==> src/rtl/split_pkg.sv <==
// Shared layer parameters for the inception split stage.
// Defaults for word shape/fan-out, data width, pend-mask helper.
package split_pkg;

  localparam int SPLIT_NIN = 3;
  localparam int SPLIT_NUM = 3;
  localparam int SPLIT_BW  = 8;
  localparam int SPLIT_DW  = SPLIT_NIN * SPLIT_BW;

  // Low n bits set; callers slice to their fan-out width.
  function automatic logic [31:0] pend_mask(input int n);
    logic [31:0] m;
    m = '0;
    for (int i = 0; i < 32; i++)
      if (i < n) m[i] = 1'b1;
    return m;
  endfunction

endpackage

==> src/rtl/split_entry.sv <==
// One broadcast word plus its per-branch pending mask.
// Ports: load/load_data in, fire in; full, drain, valid, data out.
module split_entry
  import split_pkg::*;
#(
  parameter int DW = SPLIT_DW,
  parameter int NS = SPLIT_NUM
) (
  input  logic          clk,
  input  logic          rst,
  input  logic          load,
  input  logic [DW-1:0] load_data,
  input  logic [NS-1:0] fire,
  output logic          full,
  output logic          drain,
  output logic [NS-1:0] valid,
  output logic [DW-1:0] data
);

  localparam logic [31:0] ALL = pend_mask(NS);

  logic          full_q;
  logic [NS-1:0] pend_q;
  logic [DW-1:0] data_q;

  assign full  = full_q;
  assign data  = data_q;
  assign valid = {NS{full_q}} & pend_q;
  // Last outstanding branches take the word this cycle.
  assign drain = full_q & ((pend_q & ~fire) == '0);

  always_ff @(posedge clk) begin
    if (rst) begin
      full_q <= 1'b0;
      pend_q <= '0;
      data_q <= '0;
    end else if (load) begin
      full_q <= 1'b1;
      pend_q <= ALL[NS-1:0];
      data_q <= load_data;
    end else if (drain) begin
      full_q <= 1'b0;
      pend_q <= '0;
    end else begin
      pend_q <= pend_q & ~fire;
    end
  end

endmodule

==> src/rtl/split.sv <==
// Eager fork: broadcasts one upstream word to NUM_SPLIT branches.
// Macro SPLIT_SKID_BUF_EN adds a second (skid) entry; registered ready.
module split
  import split_pkg::*;
#(
  parameter int Nin       = SPLIT_NIN,
  parameter int NUM_SPLIT = SPLIT_NUM,
  parameter int BIT_WIDTH = SPLIT_BW
) (
  input  logic                     clk,
  input  logic                     rst,
  input  logic                     prev_layer_valid,
  output logic                     prev_layer_rdy,
  input  logic [Nin*BIT_WIDTH-1:0] prev_layer_data,
  input  logic [NUM_SPLIT-1:0]     next_layer_rdy,
  output logic [NUM_SPLIT-1:0]     next_layer_valid,
  output logic [Nin*BIT_WIDTH-1:0] next_layer_data
);

  localparam int DW = Nin * BIT_WIDTH;
  localparam int NS = NUM_SPLIT;

  logic [NS-1:0] fire;
  logic          acc;

  assign fire = next_layer_valid & next_layer_rdy;
  assign acc  = prev_layer_valid & prev_layer_rdy;

`ifdef SPLIT_SKID_BUF_EN

  logic          rp_q;
  logic          wp_q;
  logic [1:0]    full;
  logic [1:0]    drain;
  logic [1:0]    load;
  logic [NS-1:0] vld    [2];
  logic [NS-1:0] fire_e [2];
  logic [DW-1:0] dat    [2];

  // Only register state feeds ready.
  assign prev_layer_rdy = ~(full[0] & full[1]);

  assign load[0]   = acc & ~wp_q;
  assign load[1]   = acc &  wp_q;
  // Only the head entry sees branch handshakes.
  assign fire_e[0] = rp_q ? '0 : fire;
  assign fire_e[1] = rp_q ? fire : '0;

  assign next_layer_valid = rp_q ? vld[1] : vld[0];
  assign next_layer_data  = rp_q ? dat[1] : dat[0];

  for (genvar e = 0; e < 2; e++) begin : g_ent
    split_entry #(.DW(DW), .NS(NS)) u_ent (
      .clk       (clk),
      .rst       (rst),
      .load      (load[e]),
      .load_data (prev_layer_data),
      .fire      (fire_e[e]),
      .full      (full[e]),
      .drain     (drain[e]),
      .valid     (vld[e]),
      .data      (dat[e])
    );
  end

  always_ff @(posedge clk) begin
    if (rst) begin
      rp_q <= 1'b0;
      wp_q <= 1'b0;
    end else begin
      if (acc) wp_q <= ~wp_q;
      if (rp_q ? drain[1] : drain[0]) rp_q <= ~rp_q;
    end
  end

`else

  logic full;
  logic drain;

  assign prev_layer_rdy = ~full | drain;

  split_entry #(.DW(DW), .NS(NS)) u_ent (
    .clk       (clk),
    .rst       (rst),
    .load      (acc),
    .load_data (prev_layer_data),
    .fire      (fire),
    .full      (full),
    .drain     (drain),
    .valid     (next_layer_valid),
    .data      (next_layer_data)
  );

`endif

endmodule
==> config.mk <==
export PLATFORM = sky130hd
export DESIGN_NAME = split
export DESIGN_NICKNAME = d
export VERILOG_FILES = /design/src/rtl/split_pkg.sv /design/src/rtl/split_entry.sv /design/src/rtl/split.sv
export SDC_FILE = /design/constraint.sdc
export NUM_CORES = 1
export LEC_CHECK = 0
export CORE_MARGIN = 1
export CORE_UTILIZATION = 38
export DETAILED_ROUTE_END_ITERATION = 10
export GPL_ROUTABILITY_DRIVEN = 0
export PLACE_DENSITY = 0.84
export RECOVER_POWER = 50
export SYNTH_ARGS = -nofsm -noshare
export SYNTH_HDL_FRONTEND = slang
export SYNTH_HIERARCHICAL = 1
export SYNTH_SLANG_ARGS = --single-unit
==> constraint.sdc <==
create_clock -name clk -period 2.5 [get_ports clk]
set_input_delay 0.5 -clock clk [delete_from_list [all_inputs] [get_ports clk]]
set_output_delay 0.5 -clock clk [all_outputs]
set_load 0.01 [all_outputs]
==> flow_metrics.tcl, run 1 <==
set metrics [dict create \
    hold_start "u_ent/data[14]$_SDFFE_PP0P_" \
    post_layout_nonfiller_instances 191 \
    dp_hpwl_um 1790 \
    cp-start-kind "input pin" \
    layout-drive-gt1-share_pct 8.75 \
    grt_pass1_vias 931 \
    fp.dieH_um 55.7 \
    crit_start "next_layer_rdy[0]" \
    row_count 19 \
    ff2ff_path_depth 9 \
    synth_top_area_cell "dfxtp_1" \
    ys_ff_latch 28 \
    syn_nets 130 \
    end_kind "output pin" \
    grt_overflow 0 \
    fin_nets 191 \
    cts_buffers 3 \
    antennaDiodeCount 0 \
    grt_pass1_wl_um 4010 \
    hold_viol_final 0 \
    cts_resized 2 \
    dpl_cell_area_um2 1680 \
    grt_busiest_layer "met2" \
    worstReg2RegStart "u_ent/full$_SDFFE_PP0P_" \
    min_period_ps 2300 \
    synth.top_cell.area_share_pct 51.1 \
    drt-initial-drc-count 24 \
    initial_core_util_pct 40.1 \
    vdd_drop_max_mv 0.414 \
    syn_inst 100 \
    ys_seq_area_share_pct 51.1 \
    vias 897 \
    io_pins 58 \
    final_max_slew_viol_count 0 \
    min_period_over_period_pct 91.9 \
    die_x_um 55.7 \
    hold_slack_ps 507 \
    cts_hold_buffers 0 \
    io_buffer_count 57 \
    dpl_worst_slack_ps -31.3 \
    antenna_found_initial 0 \
    synth_area_um2 1100 \
    finalClockSkew_ps 8.32 \
    crit_type "input pin to output pin" \
    cp.required_ps 2000 \
    rsz0062_at_grt "no" \
    finalWorstSetupSlack_ps 202 \
    cts_setup_buffers 0 \
    drt_wl_total_um 2360 \
    setup_violations 0 \
    hold_depth 2 \
    grtUsageMet3_pct 3.02 \
    grtUsageMet1_pct 18.4 \
    area_growth_pct 55.8 \
    clockBufferDepth 2 \
    drt-pass1-iter-count 4 \
    clock-sinks 28 \
    cp_max_fo 2 \
    die-area_um2 3100 \
    synth_area_per_cell_um2 11.0 \
    cts_tree "built" \
    status "complete, no violations" \
    clk_pin_slew_ps 140 \
    grtUsageTotal_pct 16.4 \
    hp-class "flop to flop" \
    final_cell_mix "32 x clkdlybuf4s50_1, 27 x dfxtp_1, 24 x dlygate4sd3_1, 24 x mux2i_1, 24 x nor2_1" \
    coreArea_um2 2730 \
    viasPerCell 4.70 \
    p_leak_nw 0.763 \
    tns_ps 0 \
    insertion_delay_ps 320 \
    worst_pin_slew_ps 545 \
    ant_nets 0 \
    ctsRootBufferMaster "clkbuf_4" \
    max_freq_mhz 435 \
    ys_warn_count 6 \
    design_area_um2 1710 \
    maxCapViolCount 0 \
    wire_per_inst_um 12.3 \
    grtUsageMet2_pct 29.4 \
    synth_cell_types 16 \
    critical_path_arrival_ps 1800 \
    drc 0 \
    power.density_nw_per_um2 551 \
    grt_max_degree 27 \
    placed_cells 187 \
    final_common_cell "clkdlybuf4s50_1" \
    synth_area_leaders "dfxtp_1 51%, mux2i_1 22%, nor2_1 8.2%, buf_12 3.7%, and2_1 3.4%" \
    htreeDepth 1 \
    relSlewSlack_pct 63.5 \
]
flip-flops by register name (all words and copies together) (netlist names):
name,flops
u_ent/pend_q,3
u_ent/full,1
u_ent/data,24
Yosys cell counts:
cell	count
inv_1	1
dfxtp_1	28
o21bai_2	1
mux2i_1	24
nor2_1	24
nand2b_4	1
a21oi_1	3
and4_1	1
nand2b_1	3
and2_1	6
buf_2	1
and2_4	1
a41oi_2	1
buf_6	2
buf_12	2
clkbuf_1	1
cells by family after synthesis:
kind of cell,synth area share (%)
AOI/OAI and AO/OA,3.88
muxes,21.9
and+or+nand+nor,16.2
DFF,51.1
buffers and inverters,6.85
power breakdown:
part           switching (mW)  internal [mW]
registers              0.0183          0.482
logic                  0.0897          0.136
clock network           0.126         0.0891
total                   0.234          0.707
worst max-delay path: stages:
cell and delay, ps:
clkdlybuf4s50_1 390, and2_0 130, nand2b_1 160, and4_1 200
nand2b_4 140, dlygate4sd2_1 270
through the flow:
stage / utilization [%] / power, mW
finish: 62.5 / 0.941
global placement: 61.6 / 0.747
global route: 62.5 / 0.989
CTS: 62.9 / 0.971
floorplan: - / 0.634
detailed placement: 61.6 / 0.755
per-layer routing:
metal  up-vias  routed length [um]
met2        32                1170
met1       409                1010
met3         4                 134
met5         -                   0
li1        452                   -
met4         0                  41
final timing paths:
check | endpoint | slack, ps
setup reg to reg | u_ent/pend_q[1]$_SDFF_PP0_ | 380
hold reg to reg | u_ent/data[14]$_SDFFE_PP0P_ | 510
setup / recovery | prev_layer_rdy | 200
hold / removal | u_ent/data[14]$_SDFFE_PP0P_ | 510
area by class of cell:
cell class                      count  area (um^2)
Inverter                            1         3.75
Sequential cell                    28          562
Timing Repair Buffer               62          607
Fill cell                         234         1030
Multi-Input combinational cell     65          460
Clock buffer                        4         36.3
Tap cell                           31         38.8
Note: power is estimated with default switching activity, not from simulation.
==> run 2, diff against run 1 <==
==> constraint.sdc (replaced) <==
create_clock -name clk -period 2.5 [get_ports clk]
set_input_delay 0.75 -clock clk [delete_from_list [all_inputs] [get_ports clk]]
set_output_delay 0.75 -clock clk [all_outputs]
set_load 0.01 [all_outputs]
==> flow_metrics.tcl, run 2 (synthesis results as in run 1) <==
set metrics [dict create \
    final_cell_mix "33 x clkdlybuf4s50_1, 27 x dfxtp_1, 24 x mux2i_1, 24 x nor2_1, 20 x dlygate4sd3_1" \
    p_seq_share_pct 52.3 \
    insertion_delay_ps 320 \
    coreArea_um2 2730 \
    initial_core_util_pct 40.1 \
    row_count 19 \
    cp-start-kind "input pin" \
    die_x_um 55.7 \
    switchingPower_mw 0.241 \
    grt_max_degree 16 \
    vdd_drop_max_mv 0.616 \
    ant_nets 0 \
    antenna_found_initial 0 \
    io_buffer_count 57 \
    worstReg2RegStart "u_ent/pend_q[0]$_SDFF_PP0_" \
    swShare_pct 25.0 \
    cp_common_cell "nand2b_4" \
    io_pins 58 \
    cp_max_fo 2 \
    rrSetupSlack_ps 240 \
    path_buf_inv 2 \
    critPathTopFamily "simple AND/OR/NAND/NOR gates" \
    dp_hpwl_um 1980 \
    hold_viol_final 0 \
    fin_nets 197 \
    worst_pin_slew_ps 453 \
    end_kind "output pin" \
    clockBufferDepth 2 \
    crit_type "input pin to output pin" \
    cts_hold_buffers 0 \
    hold_start "u_ent/data[16]$_SDFFE_PP0P_" \
    grt_overflow 0 \
    ctsRootBufferMaster "clkbuf_4" \
    drt-pass1-iter-count 4 \
    relSlewSlack_pct 69.8 \
    grt_pass1_vias 941 \
    viasPerCell 4.71 \
    p_total_mw 0.963 \
    worst_path_max_delay_cell "dlygate4sd2_1" \
    min_period_over_period_pct 98.8 \
    layout-drive-gt1-share_pct 15.1 \
    maxCapViolCount 0 \
    grtUsageTotal_pct 17.3 \
    die-area_um2 3100 \
    power.density_nw_per_um2 543 \
    wire_per_inst_um 13.2 \
    grt_pass1_wl_um 4220 \
    internal_power_mw 0.722 \
    finalClockSkew_ps 6.74 \
    critical_path_arrival_ps 1720 \
    drc 0 \
    fin_util_pct 64.8 \
    cts_buffers 3 \
    finalWorstSetupSlack_ps 29.9 \
    area_growth_pct 61.6 \
    rsz0062_at_grt "no" \
    final_max_slew_viol_count 0 \
    drt-initial-drc-count 25 \
    cts_tree "built" \
    clock-sinks 28 \
    largest_register_ffs 24 \
    htreeDepth 1 \
    p_leak_nw 0.793 \
    combPwrFrac_pct 25.7 \
    fp.dieH_um 55.7 \
    crit_start "next_layer_rdy[0]" \
    slowest_delay_ps 220 \
    tns_ps 0 \
    cp.required_ps 1750 \
    dpl_cell_area_um2 1720 \
    vias 927 \
    hp-class "flop to flop" \
    drt_wl_total_um 2590 \
    setup_violations 0 \
    dpl_worst_slack_ps -539 \
    antennaDiodeCount 0 \
    min_period_ps 2470 \
    clkPwrFrac_pct 22.0 \
    max_freq_mhz 405 \
    design_area_um2 1770 \
    final_common_cell "clkdlybuf4s50_1" \
    clk_pin_slew_ps 140 \
    status "complete, no violations" \
    path_cells "dlygate4sd2_1, and2_1, nand2b_4, and4_1, nand2b_4, buf_6" \
]
## run 2: what timing repair did
item                       in CTS  in global routing
pin swaps                       3                  1
buffers inserted                2                  1
setup endpoints to repair       1                  1
gates resized for setup        12                  1
## run 2: cell type report
cell class	instances	area, um^2
clock buffers	4	36.3
fillers	234	962
inverters	1	3.75
multi-input cells	65	485
flip-flops and latches	28	562
well taps	31	38.8
repair buffers	68	646
## run 2: metal layers
metal / GRT usage (%) / part of all wire [%]
met2: 31.3 / 53
met1: 19.3 / 39
met5: 0 / 0
met3: 5.35 / 5.8
met4: 5.36 / 1.6
## run 2: power by group through the flow
stage	sequential [mW]	clock [mW]	combinational [mW]
finish	0.504	0.212	0.247
global route	0.509	0.242	0.265
CTS	0.504	0.218	0.267
detailed placement	0.511	0	0.257
global placement	0.508	0	0.251
floorplan	0.523	0	0.111
## run 2: worst paths after layout
path                                                     to  cells after the start
worst max-delay path                         prev_layer_rdy                      6
worst min register to register  u_ent/data[16]$_SDFFE_PP0P_                      2
worst min-delay path            u_ent/data[16]$_SDFFE_PP0P_                      2
worst max register to register   u_ent/data[4]$_SDFFE_PP0P_                     10
## run 2: worst register-to-register path: stages, from the launching register on
cell      delay [ps]
dfxtp_1          410
and2_0           180
and2_1           140
nand2b_4         120
and4_1           220
nand2b_4         140
buf_4            100
and2_4           130
clkbuf_2         380
mux2i_1          290
nor2_1            70
## run 2: metrics by stage
step	hold slack, ps	cells
5_1_grt	544	197
4_1_cts	519	196
3_5_place_dp	486	190
2_1_floorplan	498	100
3_3_place_gp	470	190
6_report	507	197
==> run 3, diff against run 2 <==
Settings changed: CORE_MARGIN 1 to 2.
==> flow_metrics.tcl, run 3 (synthesis results as in run 1) <==
set metrics [dict create \
    status "complete, no violations" \
    ant_nets 0 \
    vias 939 \
    power.density_nw_per_um2 589 \
    hp-class "flop to flop" \
    end_kind "output pin" \
    wire_per_inst_um 13.2 \
    combPwrFrac_pct 23.7 \
    hold_slack_ps 503 \
    drc 0 \
    dp_hpwl_um 1990 \
    insertion_delay_ps 320 \
    viasPerCell 4.82 \
    setup_violations 0 \
    worst_pin_slew_ps 462 \
    finalClockSkew_ps 11.9 \
    htreeDepth 1 \
    io_pins 58 \
    drt-initial-drc-count 14 \
    max_freq_mhz 409 \
    min_period_ps 2450 \
    rrSetupSlack_ps 310 \
    placed_cells 190 \
    layout-drive-gt1-share_pct 11.6 \
    drt-pass1-iter-count 4 \
    fp.dieH_um 57.7 \
    initial_core_util_pct 39.7 \
    largest_register_ffs 24 \
    p_seq_share_pct 48.6 \
    crit_type "input pin to output pin" \
    grt_max_degree 17 \
    antennaDiodeCount 0 \
    swShare_pct 23.2 \
    vdd_drop_max_mv 0.379 \
    die-area_um2 3330 \
    p_leak_nw 0.738 \
    final_cell_mix "51 x clkdlybuf4s50_1, 28 x dfxtp_1, 24 x mux2i_1, 24 x nor2_1, 7 x buf_4" \
    cts_hold_buffers 0 \
    row_count 19 \
    clock-sinks 28 \
    area_growth_pct 60.5 \
    grt_pass1_wl_um 4360 \
    post_layout_nonfiller_instances 195 \
    final_max_slew_viol_count 0 \
    cp-start-kind "input pin" \
    critical_path_arrival_ps 1700 \
    clkPwrFrac_pct 27.7 \
    grt_pass1_vias 981 \
    switchingPower_mw 0.240 \
    final_common_cell "clkdlybuf4s50_1" \
    antenna_found_initial 0 \
    ctsRootBufferMaster "clkbuf_4" \
    cp.required_ps 1750 \
    cp_max_fo 2 \
    rsz0062_at_grt "no" \
    grtUsageTotal_pct 16.8 \
    clk_pin_slew_ps 130 \
    cts_tree "built" \
    io_buffer_count 57 \
    maxCapViolCount 0 \
    coreArea_um2 2760 \
    grt_overflow 0 \
    clockBufferDepth 2 \
    internal_power_mw 0.796 \
    fin_nets 195 \
    relSlewSlack_pct 69.2 \
    p_total_mw 1.04 \
    min_period_over_period_pct 97.9 \
    hold_viol_final 0 \
    drt_wl_total_um 2580 \
    cts_buffers 3 \
    die_x_um 57.7 \
]
-- run 3: timing repair --
| action | in CTS | in global routing |
|---|---|---|
| hold endpoints to repair | 0 | 0 |
| resized for setup | 11 | 0 |
| setup endpoints to repair | 1 | 0 |
| setup buffers | 1 | 0 |
-- run 3: layout make-up --
type | instances | area, um^2
timing repair buffer | 66 | 631
clock inverter | 1 | 30.0
tap | 31 | 38.8
multi-input combinational | 65 | 473
fill | 238 | 998
sequential | 28 | 561
clock buffer | 3 | 22.5
inverter | 1 | 3.75
-- run 3: path summary, 6_finish.rpt --
| kind | from | end | cells after the start |
|---|---|---|---|
| setup reg to reg | u_ent/full$_SDFFE_PP0P_ | u_ent/data[1]$_SDFFE_PP0P_ | 9 |
| hold / removal | u_ent/data[9]$_SDFFE_PP0P_ | u_ent/data[9]$_SDFFE_PP0P_ | 2 |
| hold reg to reg | u_ent/data[9]$_SDFFE_PP0P_ | u_ent/data[9]$_SDFFE_PP0P_ | 2 |
| setup / recovery | next_layer_rdy[0] | prev_layer_rdy | 6 |
-- run 3: power groups by stage --
stage / clock, mW / combinational, mW / sequential (mW)
2_1_floorplan: 0 / 0.111 / 0.523
3_3_place_gp: 0 / 0.251 / 0.508
3_5_place_dp: 0 / 0.258 / 0.511
4_1_cts: 0.296 / 0.265 / 0.504
5_1_grt: 0.318 / 0.267 / 0.508
6_report: 0.287 / 0.246 / 0.503
-- run 3: per-layer routing --
metal | share of wire (%) | track usage, %
met1 | 39 | 18.8
met2 | 54 | 31.2
met3 | 4.5 | 2.46
met4 | 1.6 | 7.31
met5 | 0 | 0
-- run 3: through the flow --
stage               TNS, ps  utilization [%]  worst slack [ps]  area [um^2]
floorplan                 0                -               387         1100
global placement       -481             62.3              -481         1720
detailed placement     -509             62.3              -509         1720
CTS                       0             65.2              53.7         1800
global route              0             63.8              7.60         1760
finish                    0             63.8              53.4         1760
-- run 3: critical path: stages --
cell           delay [ps]
dlygate4sd2_1         230
and2_1                150
nand2b_4              140
and4_1                180
nand2b_4              140
buf_6                 110
==> variant 1 (settings of run 2) <==
Build with the macro `SPLIT_SKID_BUF_EN` defined.
--- a/src/rtl/split.sv
+++ b/src/rtl/split.sv
@@ -2,2 +2,4 @@
 // Macro SPLIT_SKID_BUF_EN adds a second (skid) entry; registered ready.
+`define SPLIT_SKID_BUF_EN
+
 module split
Behaviour: not the same (a bounded check fails within 4 cycles, from zero or initial values and one cycle with rst high).
==> variant 1 against run 2 <==
Core utilization decreased by 12 points. Hold slack got worse by 0.016 ns. Highest routed layer unchanged. Synthesized cell count increased by 140%. Largest power group is now the clock network. Synthesized area increased by 150%. Sequential cell count increased by 30. Design area increased by 100%. Maximum frequency increased by 1.7%. Worst setup slack improved by 0.042 ns. Sequential share of layout area increased by 0.88 points. Register-to-register slack improved by 0.43 ns. Power increased to 2.5 times the old value. Wire length increased by 100%. Non-clock buffer count decreased by 1.
==> variant 1: results (changes against run 2) <==
- The flow ran to the end, and the final reports show no timing, DRC or antenna violations.
- The die footprint came to 7447 sq um (+140%).
- The global-route wire length before repair is 8.569 mm (+100%).
- The number of flip-flops under the largest register name is 48 (+100%).
- The worst register-to-register path ends at g_ent[0].u_ent/full$_SDFFE_PP0P_.
- The worst setup skew after layout was 0.007455 ns (+0.0007172 ns).
- The relative slew slack is 63.89% (-5.9 points).
- The fraction of area in clock buffers and inverters was 6.510% (+4.5 points).
- The non-clock inverter count in the final layout is 2 (+1).
- The DRC marker count from the first detailed-route iteration was 57 (+130%).
- The upper clock frequency limit is 411.8 MHz (+1.7%).
- Sorting the synthesized cells by area gives the leading types as sky130_fd_sc_hd__dfxtp_1 (43%), sky130_fd_sc_hd__mux2i_1 (18%), sky130_fd_sc_hd__mux2_4 (12%).
- The share of synthesized area occupied by flip-flops and latches is 43.00% (-8.1 points).
- The total routed wire length on the met1 layer is 2.345 mm (+130%).
- The relative area of non-clock buffer cells in the final design came to 20.44% (-16 points).
- The proportion of synthesized area in mux cells was 32.53% (+11 points).
- The number of buffers inserted during clock tree synthesis is 9 (+6).
- The overall track demand over capacity in global routing is 14.80% (-2.5 points).
- The count of instances resized after the clock tree is built is 2 (-10).
- The pin count of the biggest net entering global routing is 31 (+15).
- The static leakage power is 1.457 nW (+84%).
- The global routing usage on met1 was 17.49% (-1.8 points).
- The non-filler instance count after layout is 401 (+100%).
- The worst setup path endpoint is next_layer_valid[1].
- The combined area of the multi-input logic cells is 1319 sq um (+170%).
- The worst slack after detailed placement came to 0.08333 ns (+0.6225 ns).
- The number of buffers other than clock buffers in the final layout is 67 (-1.5%).
- The total detailed-routing wirelength is 5.172 mm (+100%).
- The post-synthesis compound-gate area fraction came to 3.707% (-0.17 points).
- The layout cell share with drive strength beyond 1 is 19.02% (+4.0 points).
- The cell count after synthesis is 238 (+140%).
- The count of H-tree levels built during CTS was 3 (+2).
- Counting instances in the post-synthesis netlist gives the leading cell types as sky130_fd_sc_hd__dfxtp_1 (58), sky130_fd_sc_hd__nor2_1 (50), sky130_fd_sc_hd__mux2i_1 (48).
- The hold path startpoint is g_ent[0].u_ent/data[22]$_SDFFE_PP0P_.
- The beginning of the critical path is rp_q$_SDFFE_PP0P_.
- The maximum fanout along the worst path came to 14 (+12).
- The setup slack on the worst flop-to-flop path is 0.67 ns (+0.43 ns).
- The post-route worst hold slack is 0.4915 ns (-0.01599 ns).
- The post-route cell area was 3575 sq um (+100%).
variant 1: changes by cell type in the layout (fill, tap and decap cells not counted), moves of 8 or more:
cell / delta
sky130_fd_sc_hd__dfxtp_1: +30
sky130_fd_sc_hd__dlygate4sd3_1: -18
sky130_fd_sc_hd__buf_4: -9
sky130_fd_sc_hd__mux2i_1: +24
sky130_fd_sc_hd__clkdlybuf4s50_1: +19
sky130_fd_sc_hd__clkbuf_8: +8
sky130_fd_sc_hd__nor2_1: +26
sky130_fd_sc_hd__mux2_4: +22
variant 1: where the power goes:
group          switching (mW)  total, mW  internal, mW
registers              0.0324       1.01         0.981
clock network           0.360       1.02         0.657
logic                   0.161      0.399         0.238
variant 1: critical path: stages (launching register included):
cell                              delay [ns]
sky130_fd_sc_hd__dfxtp_4                0.39
sky130_fd_sc_hd__buf_8                  0.16
sky130_fd_sc_hd__mux2_2                 0.34
sky130_fd_sc_hd__clkdlybuf4s50_1        0.48
==> variant 2 (flow settings as in run 2) <==
Made on the original files. Set the package constant `SPLIT_NUM` to 2 (it was 3).
--- a/src/rtl/split_pkg.sv
+++ b/src/rtl/split_pkg.sv
@@ -5,3 +5,3 @@
   localparam int SPLIT_NIN = 3;
-  localparam int SPLIT_NUM = 3;
+  localparam int SPLIT_NUM = 2;
   localparam int SPLIT_BW  = 8;
Interface: changed (resized next_layer_rdy and next_layer_valid); port bits go from 58 to 56. The function was not compared with the original's and may differ.
==> variant 2 against run 2 <==
Critical path type unchanged. Wire length down 10%. Worst setup slack better by 0.086 ns. Critical path depth unchanged. Power shrank 9.0%. Sequential cell count down 1. Combinational power fell by 15%. Register-to-register slack improved by 0.06 ns. Global-route usage fell by 0.81 points. Synthesized area is 5.7% lower. Design area shrank 7.3%. Final cell count down 4.1%.
==> variant 2: results (changes against run 2) <==
- The count of unique library cells instantiated by Yosys is 14 (-2).
- The relative slew slack came to 68.54% (-1.3 points).
- The proportion of synthesized area in mux cells is 23.24% (+1.3 points).
- The adder-cell area share of the yosys netlist is 0% (unchanged).
- The overall track demand over capacity in global routing came to 16.51% (-0.81 points).
- The routed wire length per instance is 12.32 microns (-6.3%).
- The via density per instance is 4.587 (-2.5%).
- The worst supply voltage drop on vdd is 0.4039 mV (-34%).
- The async set-reset flop share out of synthesis is 0% (unchanged).
- For this run, the leading register cell type out of synthesis is sky130_fd_sc_hd__dfxtp_1.
- The count of instances resized after the clock tree is built is 11 (-1).
- The data arrival time at the worst-slack endpoint came to 1.63 ns (-0.09 ns).
- The post-synthesis compound-gate area fraction is 0.9685% (-2.9 points).
- The cell at the root of the clock tree is sky130_fd_sc_hd__clkbuf_4.
- Counting instances in the post-synthesis netlist gives the leading cell types as sky130_fd_sc_hd__nor2_1 (28), sky130_fd_sc_hd__dfxtp_1 (27), sky130_fd_sc_hd__mux2i_1 (24).
- The global-route wire length before repair is 3.456 mm (-18%).
- The half-perimeter wire length of the detailed placement result is 1.845 mm (-6.6%).
- The count of input and output buffers was 55 (-3.5%).
- The number of global-route vias before repair is 842 (-11%).
- The total instance count after detailed placement is 183 (-3.7%).
- The share of synthesized area occupied by flip-flops and latches is 52.30% (+1.2 points).
- The count of H-tree levels built during CTS is 1 (unchanged).
- The number of flip-flops under the largest register name is 24 (unchanged).
- The final net count is 189 (-4.1%).
- The cell count after synthesis is 97 (-3.0%).
- The worst setup skew after layout is 0.006866 ns (+0.0001279 ns).
- The layout cell share with drive strength beyond 1 came to 8.805% (-6.3 points).
- The worst slack after detailed placement is -0.5120 ns (+0.02709 ns).
- The DRC marker count from the first detailed-route iteration is 9 (-64%).
- The total via count after detailed routing is 867 (-6.5%).
- The stage delay of the slowest cell on the critical path came to 0.22 ns (about the same).
- The static leakage power is 0.7134 nW (-10%).
- The pin count of the biggest net entering global routing is 28 (+12).
- The run finished with clean final reports.
- The number of buffers inserted during clock tree synthesis is 3 (unchanged).
- The synthesized net count is 126 (-3.1%).
- Sorting the synthesized cells by area gives the leading types as sky130_fd_sc_hd__dfxtp_1 (52%), sky130_fd_sc_hd__mux2i_1 (23%), sky130_fd_sc_hd__nor2_1 (10%).
- The maximum fanout along the worst path is 2 (unchanged).
[variant 2: metrics by stage]
stage               util [%]  instance area (sq um)
finish                 65.13                   1643
floorplan                  -                   1033
detailed placement     64.73                   1633
global placement       64.73                   1633
global route           65.13                   1643
CTS                    66.87                   1687
[variant 2: path summary, 6_finish.rpt]
kind	startpoint	depth (start not counted)	slack [ns]	to
hold reg to reg	u_ent/data[22]$_SDFFE_PP0P_	2	0.51	u_ent/data[22]$_SDFFE_PP0P_
setup / recovery	next_layer_rdy[0]	6	0.12	prev_layer_rdy
setup reg to reg	u_ent/full$_SDFFE_PP0P_	10	0.30	u_ent/data[20]$_SDFFE_PP0P_
hold / removal	u_ent/data[22]$_SDFFE_PP0P_	2	0.51	u_ent/data[22]$_SDFFE_PP0P_
[variant 2: report_power, final]
| group | leakage (nW) | total, mW | switching (mW) | internal (mW) |
|---|---|---|---|---|
| sequential | 0.223 | 0.477 | 0.0158 | 0.461 |
| combinational | 0.477 | 0.210 | 0.0801 | 0.129 |
| clock | 0.0139 | 0.189 | 0.128 | 0.0610 |
[variant 2: layer usage]
layer,vias to the layer above,track usage [%],share of wire [%]
li1,437,-,-
met5,-,0,0
met4,0,3.846,0.43
met3,2,5.085,5.8
met1,407,17.41,37
met2,21,31.30,56
[variant 2: area by class of cell]
| class | instances | area (sq um) |
|---|---|---|
| Timing Repair Buffer | 64 | 603.1 |
| Clock inverter | 1 | 7.507 |
| Multi-Input combinational cell | 63 | 427.9 |
| Clock buffer | 3 | 22.52 |
| Fill cell | 219 | 879.6 |
| Tap cell | 30 | 37.54 |
| Sequential cell | 27 | 540.5 |
| Inverter | 1 | 3.754 |
[variant 2: cell families after synthesis]
group,count (synthesis)
simple gates,37
flops,27
mux,24
buf+inv,7
compound gates,2
